[src/rtl/wb_decoder_pkg.sv]
// Shared definitions for the Wishbone aperture decoder: timeout FSM encoding,
// default read data and error-counter width.
package wb_decoder_pkg;

    typedef enum logic [1:0] {
        ST_IDLE  = 2'd0,
        ST_COUNT = 2'd1,
        ST_TOUT  = 2'd2
    } tout_state_e;

    localparam int          ERR_CNT_W            = 8;
    localparam logic [31:0] DEFAULT_READ_VALUE_C = 32'hBAD_FAB_AC;

endpackage

[src/rtl/wb_default_timeout.sv]
// Default-slave timeout engine: terminates stalled or unmapped transfers with a
// one-cycle ACK and records the address and a saturating count of timeouts.
module wb_default_timeout
    import wb_decoder_pkg::*;
#(
    parameter int ADR_W   = 17,
    parameter int CNTR_W  = 3,
    parameter int TIMEOUT = 7
) (
    input  logic                 clk_i,
    input  logic                 rst_i,
    input  logic                 cyc_i,
    input  logic                 stb_i,
    input  logic                 slv_ack_i,
    input  logic [ADR_W-1:0]     adr_i,
    input  logic                 err_clr_i,
    output logic                 tout_ack_o,
    output logic                 err_pulse_o,
    output logic [ADR_W-1:0]     err_adr_o,
    output logic [ERR_CNT_W-1:0] err_cnt_o
);

    tout_state_e          state_q;
    logic [CNTR_W-1:0]    cnt_q;
    logic                 tout_ack_q;
    logic                 err_pulse_q;
    logic [ADR_W-1:0]     err_adr_q;
    logic [ERR_CNT_W-1:0] err_cnt_q;

    // The counter holds the index of the current cycle of the transfer, so
    // expiry at TIMEOUT-1 places the timeout ACK in cycle TIMEOUT.
    always_ff @(posedge clk_i or posedge rst_i) begin
        if (rst_i) begin
            state_q     <= ST_IDLE;
            cnt_q       <= '0;
            tout_ack_q  <= 1'b0;
            err_pulse_q <= 1'b0;
            err_adr_q   <= '0;
            err_cnt_q   <= '0;
        end else begin
            tout_ack_q  <= 1'b0;
            err_pulse_q <= 1'b0;
            if (err_clr_i) begin
                err_cnt_q <= '0;
                err_adr_q <= '0;
            end
            case (state_q)
                ST_IDLE: begin
                    if (cyc_i && stb_i && !slv_ack_i) begin
                        state_q <= ST_COUNT;
                        cnt_q   <= CNTR_W'(1);
                    end
                end
                ST_COUNT: begin
                    if (slv_ack_i || !(cyc_i && stb_i)) begin
                        state_q <= ST_IDLE;
                        cnt_q   <= '0;
                    end else if (cnt_q == CNTR_W'(TIMEOUT - 1)) begin
                        state_q     <= ST_TOUT;
                        cnt_q       <= '0;
                        tout_ack_q  <= 1'b1;
                        err_pulse_q <= 1'b1;
                        err_adr_q   <= adr_i;
                        // A clear landing with a new timeout counts that timeout.
                        if (err_clr_i)
                            err_cnt_q <= ERR_CNT_W'(1);
                        else if (err_cnt_q != '1)
                            err_cnt_q <= err_cnt_q + ERR_CNT_W'(1);
                    end else begin
                        cnt_q <= cnt_q + CNTR_W'(1);
                    end
                end
                ST_TOUT: begin
                    state_q <= ST_IDLE;
                end
                default: begin
                    state_q <= ST_IDLE;
                    cnt_q   <= '0;
                end
            endcase
        end
    end

    assign tout_ack_o  = tout_ack_q;
    assign err_pulse_o = err_pulse_q;
    assign err_adr_o   = err_adr_q;
    assign err_cnt_o   = err_cnt_q;

endmodule

[src/rtl/wb_aperture_decoder.sv]
// Wishbone address decoder: fixed-size apertures per slave, zero-latency ACK and
// data return, with a default-slave timeout for unmapped or stalled accesses.
module wb_aperture_decoder
    import wb_decoder_pkg::*;
#(
    parameter int                              NUM_SLAVES           = 4,
    parameter int                              APERWIDTH            = 17,
    parameter int                              APERSIZE             = 10,
    parameter logic [NUM_SLAVES*APERWIDTH-1:0] SLV_BASE_ADR         = {17'h03000, 17'h02000, 17'h01000, 17'h00000},
    parameter logic [NUM_SLAVES-1:0]           SLV_BYTE0_QUAL       = 4'b0010,
    parameter logic [NUM_SLAVES-1:0]           SLV_NARROW           = 4'b0010,
    parameter int                              DEFAULT_CNTR_WIDTH   = 3,
    parameter int                              DEFAULT_CNTR_TIMEOUT = 7,
    parameter logic [31:0]                     DEFAULT_READ_VALUE   = DEFAULT_READ_VALUE_C
) (
    input  logic                       WBs_CLK_i,
    input  logic                       WBs_RST_i,
    input  logic [APERWIDTH-1:0]       WBs_ADR_i,
    input  logic                       WBs_CYC_i,
    input  logic [3:0]                 WBs_BYTE_STB_i,
    input  logic                       WBs_WE_i,
    input  logic                       WBs_RD_i,
    input  logic                       WBs_STB_i,
    output logic [31:0]                WBs_DAT_o,
    output logic                       WBs_ACK_o,
    output logic [NUM_SLAVES-1:0]      Slv_CYC_o,
    input  logic [32*NUM_SLAVES-1:0]   Slv_DAT_i,
    input  logic [NUM_SLAVES-1:0]      Slv_ACK_i,
    input  logic                       Err_Clr_i,
    output logic                       Err_Pulse_o,
    output logic [APERWIDTH-1:0]       Err_Adr_o,
    output logic [ERR_CNT_W-1:0]       Err_Cnt_o
);

    localparam int SLOT_LSB = APERSIZE + 2;
    localparam int SLOT_W   = APERWIDTH - SLOT_LSB;

    logic [NUM_SLAVES-1:0] raw_hit;
    logic [NUM_SLAVES-1:0] hit;
    logic                  slv_ack;
    logic                  tout_ack;
    logic                  unused_byte_stb;

    assign unused_byte_stb = &{1'b0, WBs_BYTE_STB_i[3:1]};

    genvar gi;
    generate
        for (gi = 0; gi < NUM_SLAVES; gi++) begin : g_slot
            assign raw_hit[gi] = (WBs_ADR_i[APERWIDTH-1:SLOT_LSB] ==
                                  SLV_BASE_ADR[gi*APERWIDTH+SLOT_LSB +: SLOT_W]);
            // Byte-0 qualified slaves ignore writes that do not touch byte lane 0.
            if (SLV_BYTE0_QUAL[gi]) begin : g_qual
                assign Slv_CYC_o[gi] = hit[gi] & WBs_CYC_i &
                                       ((WBs_WE_i & WBs_BYTE_STB_i[0]) | WBs_RD_i);
            end else begin : g_plain
                assign Slv_CYC_o[gi] = hit[gi] & WBs_CYC_i;
            end
        end
    endgenerate

    // Overlapping apertures resolve to the lowest-index slave.
    always_comb begin
        logic taken;
        taken = 1'b0;
        hit   = '0;
        for (int i = 0; i < NUM_SLAVES; i++) begin
            hit[i] = raw_hit[i] & ~taken;
            taken  = taken | raw_hit[i];
        end
    end

    always_comb begin
        logic [31:0] word;
        WBs_DAT_o = DEFAULT_READ_VALUE;
        for (int i = 0; i < NUM_SLAVES; i++) begin
            word = Slv_DAT_i[i*32 +: 32];
            if (hit[i])
                WBs_DAT_o = SLV_NARROW[i] ? (word & 32'h0000_FFFF) : word;
        end
        if (tout_ack)
            WBs_DAT_o = DEFAULT_READ_VALUE;
    end

    assign slv_ack   = |(Slv_ACK_i & Slv_CYC_o);
    assign WBs_ACK_o = slv_ack | tout_ack;

    wb_default_timeout #(
        .ADR_W   (APERWIDTH),
        .CNTR_W  (DEFAULT_CNTR_WIDTH),
        .TIMEOUT (DEFAULT_CNTR_TIMEOUT)
    ) u_timeout (
        .clk_i       (WBs_CLK_i),
        .rst_i       (WBs_RST_i),
        .cyc_i       (WBs_CYC_i),
        .stb_i       (WBs_STB_i),
        .slv_ack_i   (slv_ack),
        .adr_i       (WBs_ADR_i),
        .err_clr_i   (Err_Clr_i),
        .tout_ack_o  (tout_ack),
        .err_pulse_o (Err_Pulse_o),
        .err_adr_o   (Err_Adr_o),
        .err_cnt_o   (Err_Cnt_o)
    );

endmodule

[config.mk]
export PLATFORM = sky130hd
export DESIGN_NAME = wb_aperture_decoder
export DESIGN_NICKNAME = d
export VERILOG_FILES = /design/src/rtl/wb_decoder_pkg.sv /design/src/rtl/wb_default_timeout.sv /design/src/rtl/wb_aperture_decoder.sv
export SDC_FILE = /design/constraint.sdc
export NUM_CORES = 1
export LEC_CHECK = 0
export ABC_AREA = 1
export CORE_UTILIZATION = 36
export DETAILED_ROUTE_END_ITERATION = 10
export HOLD_SLACK_MARGIN = 0.02
export PLACE_DENSITY = 0.95
export SLEW_MARGIN = 20
export SYNTH_ARGS = -nofsm -noshare
export SYNTH_HDL_FRONTEND = slang
export SYNTH_SLANG_ARGS = --single-unit
[constraint.sdc]
create_clock -name WBs_CLK_i -period 4.1 [get_ports WBs_CLK_i]
set_input_delay 0.82 -clock WBs_CLK_i [delete_from_list [all_inputs] [get_ports WBs_CLK_i]]
set_output_delay 0.82 -clock WBs_CLK_i [all_outputs]
set_load 0.01 [all_outputs]
==> run metrics, run 1 <==
result of the run finished, final reports clean; # DRC 0; post-route ant nets 0; Top Ports about 220; maximum fanout along the worst path 9; GRT overflow 0; CTS tree done; largest net degree at the start of global routing 32; RSZ-0062 raised after global routing false; initial antenna violation count 0; Pre-Repair DR Iteration Count 5; dpl hpwl between 8000 and 9000 µm; first-pass GRT wire length around 18000 µm; synth warn 0; normalized max-slew margin 0.4068; Die W 89.86 µm; H-Tree Depth 2; Post-CTS Hold Buffers 0; Power Density about 160 nW/µm²; top_reg_cell synth dfrtp_1; Worst Hold Class reg2reg; Final Max Tran Viols 0; Synth Area in XOR/XNOR 0.006303; Clock transition at path regs roughly 60 ps; Die ar. roughly 8100 µm²; share of cells above drive strength 1 0.06657; Fin Setup TNS 0 ps; FP Rows 31; Req. time, crit path 3280 ps; clock skew between 3 and 4 ps; Max Fclk ~260 MHz; Core Region ~7400 µm²; maxcap violations 0; worst skew pair latency 290 ps; startpoint class of the critical path input pin; syn nets about 620; # clock sinks 31; commonest cells after routing, fill and taps aside clkdlybuf4s50_1, nand2_1, inv_1, a21oi_1, nor2_1; Synth Cell Area 2779 µm²; CTS root buffer clkbuf_8; Antenna Diode Count 0; Placer Congestion 0.9180; Setup WS post-layout ~230 ps; Compound-Gate Fraction of Synth Area 0.2247; Area Overhead vs Synth 80.82%; Hold Vio Cnt, Final 0; worst vdd ir roughly 100 µV; Final setup viols 0; Seq. cell area 775.7 µm²; Syn Inst Count 461; fillers approximately 620; worst slew pin tran between 800 and 900 ps; Multi-input gate area between 1500 and 2000 µm²; ys async rst share 1.000; total CTS buffers 5; per-cell routed wire length about 15 µm; Critical Path Sink Type output port; dpl ws between 200 and 300 ps; vias in the first global route 3913; adder-cell share of the synthesized area 0.004502; syn avg cell area around 6 µm²; drt total wl roughly 11000 µm; CP Class in2out; largest family of logic cells by synthesized area simple AND/OR/NAND/NOR gates; EDFF count, synth 0; synthesis-stage register bit count 31; # Post-CTS Setup Buffers 0; Synth top area share 0.2792; starting density of the core 0.3771; Final period util 0.9447; drt first-iter violations 190; post-synthesis mux area share 0; CTS Buffer Depth 2; Final min period between 3000 and 4000 ps; most common cell after layout, fill and taps aside clkdlybuf4s50_1; Synth area leaders dfrtp_1, nand2_1, a21oi_1; Seq/Total Area, Yosys 0.2792; mean number of vias per cell 5.071; I/O Buffers 203; nets just over 800; Leak approximately 2.2 nW; post-synth cell types 36; CP arrival just over 3000 ps; post-CTS resize count 0; Post-Synth Simple-Gate Area 0.3764; Die Height 89.86 µm; vias after detailed routing 3854; Synth area leader dfrtp_1; Total GRT Usage 0.2819
## flip-flops by register name, indices dropped and copies added (netlist names)
signal / cells
u_timeout.err_adr_o: 17
u_timeout.err_cnt_o: 8
u_timeout.tout_ack_o: 1
u_timeout.cnt_q: 3
u_timeout.state_q: 2
## power by group
group / total (mW) / switching [mW] / internal [mW]
clock network: 0.243 / 0.112 / 0.131
registers: 0.314 / 0.00455 / 0.309
logic: 0.254 / 0.0903 / 0.164
## cell usage after synthesis, types with 2 or more instances
| library cell | count |
|---|---|
| nand2_1 | 169 |
| inv_1 | 45 |
| a21oi_1 | 39 |
| nor2_1 | 38 |
| dfrtp_1 | 31 |
| nand3_1 | 26 |
| o21ai_0 | 22 |
| clkbuf_1 | 14 |
| o211ai_1 | 11 |
| o221ai_1 | 7 |
| a211oi_1 | 6 |
| inv_2 | 6 |
| buf_2 | 5 |
| nor2_2 | 5 |
| o22ai_1 | 5 |
| a22o_1 | 4 |
| a31o_2 | 4 |
| nand2_2 | 3 |
| buf_4 | 2 |
| nor3_1 | 2 |
| xor2_1 | 2 |
## worst max-delay path: stages
cell and delay, ps:
clkdlybuf4s50_1 430, nor2_1 200, nand2_2 180, nor2_2 390, buf_4 200, o221ai_1 110
a21oi_1 150, clkdlybuf4s50_1 570
## routing by layer
| metal | track usage | vias up | share of wire |
|---|---|---|---|
| li1 | - | 1903 | - |
| met2 | 0.5192 | 170 | 0.52 |
| met5 | 0 | - | 0 |
| met1 | 0.2955 | 1744 | 0.37 |
| met3 | 0.07107 | 37 | 0.078 |
| met4 | 0.1438 | 0 | 0.038 |
## per-stage QoR
stage          power (mW)  std cells  utilization  hold slack, ps  cell area, µm²
2_1_floorplan      0.3859        461            -           419.4            2779
5_1_grt            0.8451        760       0.6818           493.5            5025
3_3_place_gp       0.5660        753       0.6699           433.2            4937
3_5_place_dp       0.5709        753       0.6699           451.5            4937
4_1_cts            0.8181        760       0.6818           461.2            5025
6_report           0.8109        760       0.6818           477.4            5025
## logic make-up after synthesis
group | Yosys count
xor+xnor | 2
simple gates | 250
buf+inv | 75
compound gates | 102
flops | 31
fa+ha+maj | 1
## final timing paths
kind	startpoint	to	slack, ps	cells after the start
worst min-delay path	u_timeout.state_q[0]$_DFFE_PP0P_	u_timeout.state_q[0]$_DFFE_PP0P_	480	1
min in group asynchronous	WBs_RST_i	u_timeout.err_adr_o[0]$_DFF_PP0_	940	2
worst min register to register	u_timeout.state_q[0]$_DFFE_PP0P_	u_timeout.state_q[0]$_DFFE_PP0P_	480	1
worst max-delay path	WBs_ADR_i[15]	WBs_DAT_o[4]	230	8
worst max register to register	u_timeout.err_cnt_o[1]$_DFF_PP0_	u_timeout.err_cnt_o[3]$_DFF_PP0_	2220	13
max in group asynchronous	WBs_RST_i	u_timeout.state_q[0]$_DFFE_PP0P_	2750	2
## cell type report
type / count / share of cell area
repair buffers: 216 / 0.4263
well taps: 99 / 0.02465
multi-input cells: 355 / 0.3384
clock inverters: 1 / 0.0009960
flip-flops and latches: 31 / 0.1544
inverters: 52 / 0.03884
clock buffers: 6 / 0.01643
Note: power is estimated with default switching activity, not from simulation.
==> run 2: changes to the inputs <==
Settings changed: GPL_ROUTABILITY_DRIVEN from default to 0.
==> results of run 2 <==
Final layout, timing and power as in run 1 (identical DEF).
==> variant 1 (settings of run 2) <==
Change the parameter `DEFAULT_CNTR_TIMEOUT` from 7 to 5.
--- a/src/rtl/wb_aperture_decoder.sv
+++ b/src/rtl/wb_aperture_decoder.sv
@@ -11,5 +11,5 @@
     parameter logic [NUM_SLAVES-1:0]           SLV_NARROW           = 4'b0010,
     parameter int                              DEFAULT_CNTR_WIDTH   = 3,
-    parameter int                              DEFAULT_CNTR_TIMEOUT = 7,
+    parameter int                              DEFAULT_CNTR_TIMEOUT = 5,
     parameter logic [31:0]                     DEFAULT_READ_VALUE   = DEFAULT_READ_VALUE_C
 ) (
Behaviour: not the same (a bounded check fails within 10 cycles, from zero or initial values and one cycle with WBs_RST_i high).
==> variant 1 against run 2 <==
- routed wire length down 3.4%
- power down 0.56%
- core utilization up 1.9 points
- clock power down 5%
- sequential cell count unchanged
- cell count down 7.8%
- area after synthesis down 5.7%
- design area down 3.7%
- setup slack worse by 0.012 ns
- count of clock-buffer cells in the layout unchanged
- largest power group unchanged
- highest routed layer unchanged
==> variant 1: results (changes against run 2) <==
power_leakage_nw: 1.95  # -10%
fmax_mhz: 257  # -0.32%
fill_cells: 582  # -6.0%
crit_path_end: "WBs_DAT_o[1]"
syn_inst: 404  # -12%
yosys-top-cells-count: "nand2_1 (119), o21ai_0 (40), nor2_1 (37)"
cp-startpoint: "WBs_ADR_i[16]"
dr_total_vias: 3558  # -7.7%
multi_input_area_share_pct: 33.8  # about the same
arrival_ns: 3.07  # +0.02 ns
dp.cells: 693  # -8.0%
nets: 767  # -6.7%
grt_pass1_wl_um: 16300  # -11%
grt_max_degree: 39  # +22%
hold_path_depth: 3  # +2
grt_use_total_pct: 27.6  # -0.62 points
hold_path_end: "u_timeout.cnt_q[2]$_DFFE_PP0P_"
comb.multi_input.count: 325  # -8.5%
first_global_vias: 3382  # -14%
n_all_inverters: 26  # -50%
outcome: "finished, final reports clean"
crit_fanout: 8  # -1
signal_buffers: 215  # -0.46%
sh_seq_area_pct: 16.0  # +0.60 points
layout.cells.non_filler: 701  # -7.8%
first_pass_iters: 4  # -1
yosys-top-cells-area: "dfrtp_1 (30%), nand2_1 (17%), o21ai_0 (7.6%), a21oi_1 (6.7%), nor2_1 (5.3%)"
synth_nets: 567  # -8.8%
ys_seq_area_share_pct: 29.6  # +1.7 points
variant 1: kinds of logic after synthesis:
| group | share of synthesized area (%) |
|---|---|
| xor gates and xnor gates | 1.00 |
| and+or+nand+nor | 35.1 |
| DFF | 29.6 |
| buffers and inverters | 7.97 |
| adders and majority gates | 1.43 |
| AOI/OAI and AO/OA | 24.9 |
variant 1: power breakdown:
part | internal (W) | switching [W]
logic | 0.000165 | 0.0000969
registers | 0.000310 | 0.00000284
clock network | 0.000118 | 0.000113
variant 1: through the flow:
stage / power, W / hold WS [ns] / area, sq um
finish: 0.000806 / 0.530 / 4840
global route: 0.000846 / 0.552 / 4840
CTS: 0.000811 / 0.529 / 4840
detailed placement: 0.000579 / 0.520 / 4750
global placement: 0.000574 / 0.496 / 4750
floorplan: 0.000392 / 0.475 / 2620
variant 1: routing by layer:
metal  track usage [%]  wire length (um)  vias to the layer above
met5                 0                 0                        -
met4              9.54               252                        0
met3              6.73              1000                       28
met2              50.6              5530                      165
met1              30.9              4180                     1607
li1                  -                 -                     1758
==> variant 2 (flow settings as in run 2) <==
Made on the original files. Put a register stage on the output `Err_Adr_o`. The value now appears one clock later. The other outputs are not delayed to match.
--- a/src/rtl/wb_aperture_decoder.sv
+++ b/src/rtl/wb_aperture_decoder.sv
@@ -35,4 +35,6 @@
     localparam int SLOT_LSB = APERSIZE + 2;
     localparam int SLOT_W   = APERWIDTH - SLOT_LSB;
+
+    logic [APERWIDTH-1:0] Err_Adr_d;
 
     logic [NUM_SLAVES-1:0] raw_hit;
@@ -99,8 +101,12 @@
         .tout_ack_o  (tout_ack),
         .err_pulse_o (Err_Pulse_o),
-        .err_adr_o   (Err_Adr_o),
+        .err_adr_o   (Err_Adr_d),
         .err_cnt_o   (Err_Cnt_o)
     );
 
+    always_ff @(posedge WBs_CLK_i) begin
+        Err_Adr_o <= Err_Adr_d;
+    end
+
 endmodule
 
Check against the original RTL: not equivalent (Yosys sat finds a counterexample within 10 cycles, from zero or initial values and one cycle with WBs_RST_i high).
==> variant 2 against run 2 <==
- maximum frequency increased by 4.4%
- clock power increased by 22%
- design area increased by 5.9%
- critical path depth increased by 1
- setup slack improved by 0.16 ns
- highest routed layer unchanged
- power increased by 27%
- count of clock-buffer cells in the layout unchanged
- sequential power increased by 53%
- core utilization decreased by 3.4 points
- area after synthesis increased by 10%
- global-route usage decreased by 1.8 points
- routed wire length increased by 3.0%
- sequential cell count increased by 17
==> variant 2: results (changes against run 2) <==
reg2reg_depth: 6  # -7
hold_slack_ns: 0.375  # -0.103 ns
crit_fanout: 12  # +3
postCtsSetupBuffers: 0  # unchanged
hold_path_end: "Err_Adr_o[10]$_DFF_P_"
grt_use_total_pct: 26.4  # -1.8 points
use_met3_pct: 7.93  # +0.82 points
seq_power_share_pct: 46.6  # +7.9 points
wl_met3_um: 987  # +12%
hpwl_um: 9240  # +3.1%
first_global_vias: 3952  # +1.0%
layout-drive-gt1-share_pct: 5.31  # -1.3 points
cts_made_buffers: 5  # unchanged
ys_async_sr_fraction_pct: 64.6  # -35 points
root_buffer: "clkbuf_8"
grtUsageMet2_pct: 48.7  # -3.2 points
timing.slew.headroom_pct: 42.8  # +2.1 points
yosys-top-cells-area: "dfrtp_1 (25%), nand2_1 (21%), dfxtp_1 (11%), a21oi_1 (7.2%), inv_1 (6.1%)"
met1_usage_pct: 27.5  # -2.1 points
skew_ns: 0.00570  # +0.00218 ns
place_area_sq_um: 5220  # +5.8%
arrival_ns: 2.89  # -0.16 ns
wl_met1_um: 4380  # +5.4%
outcome: "finished, final reports clean"
hold_class: "reg -> reg"
place_ws_ns: 0.387  # +0.122 ns
synth_cell_types: 31  # -14%
rr_startpoint: "u_timeout.state_q[0]$_DFFE_PP0P_"
ys_seq_area_share_pct: 36.4  # +8.5 points
cts_resized: 0  # unchanged
crit_path_end: "WBs_DAT_o[0]"
p_clk_w: 0.000296  # +22%
routed_wl_um: 11700  # +3.0%
vdd_drop_max_v: 0.000129  # +27%
period_share_pct: 90.5  # -4.0 points
first_pass_iters: 6  # +1
grt_pass1_wl_um: 18300  # -0.56%
avgSynthCellArea_sq_um: 6.44  # +6.8%
yosys-top-cells-count: "nand2_1 (171), inv_1 (50), a21oi_1 (44)"
nets: 838  # +1.9%
switching_share_pct: 24.9  # -0.58 points
rrSetupSlack_ns: 2.04  # -0.18 ns
p_per_area_nw_per_um2: 194  # +20%
power_leakage_nw: 2.26  # +3.5%
min_from: "u_timeout.err_adr_o[10]$_DFF_PP0_"
startpoint_type: "primary input"
met2_length_um: 5950  # +0.88%
cts.clk_slew.worst_paths_ns: 0.09  # +0.03 ns
drtIter0Drc: 186  # -2.1%
synth_nets: 637  # +2.4%
fill_cells: 694  # +12%
cp-startpoint: "WBs_ADR_i[16]"
clk_latency_ns: 0.31  # +0.02 ns
cpPeakStageDelay_ns: 0.56
wire_per_inst_um: 15.0  # about the same
dp.cells: 775  # +2.9%
reg2reg_to: "u_timeout.err_adr_o[1]$_DFF_PP0_"
synthDominantCellAreaShare_pct: 25.3  # -2.6 points
vias_per_cell: 5.11  # +0.87%
hold_path_depth: 0  # -1
variant 2: cell families (layout without fill, tap and decap cells):
| kind of cell | count (synthesis) | count (layout) | share of synthesized area (%) |
|---|---|---|---|
| adders and majority gates | 1 | 1 | 0.408 |
| xor gates and xnor gates | 2 | 2 | 0.572 |
| DFF | 48 | 48 | 36.4 |
| buffers and inverters | 72 | 274 | 9.31 |
| AOI/OAI and AO/OA | 97 | 97 | 18.1 |
| and+or+nand+nor | 256 | 256 | 35.2 |
variant 2: area by class of cell:
| cell class | count | area, sq um | area share, % |
|---|---|---|---|
| Clock inverter | 2 | 15.0 | 0.282 |
| Multi-Input combinational cell | 356 | 1670 | 31.3 |
| Clock buffer | 6 | 82.6 | 1.55 |
| Inverter | 52 | 195 | 3.67 |
| Tap cell | 105 | 131 | 2.47 |
| Sequential cell | 48 | 1120 | 21.0 |
| Timing Repair Buffer | 214 | 2110 | 39.7 |
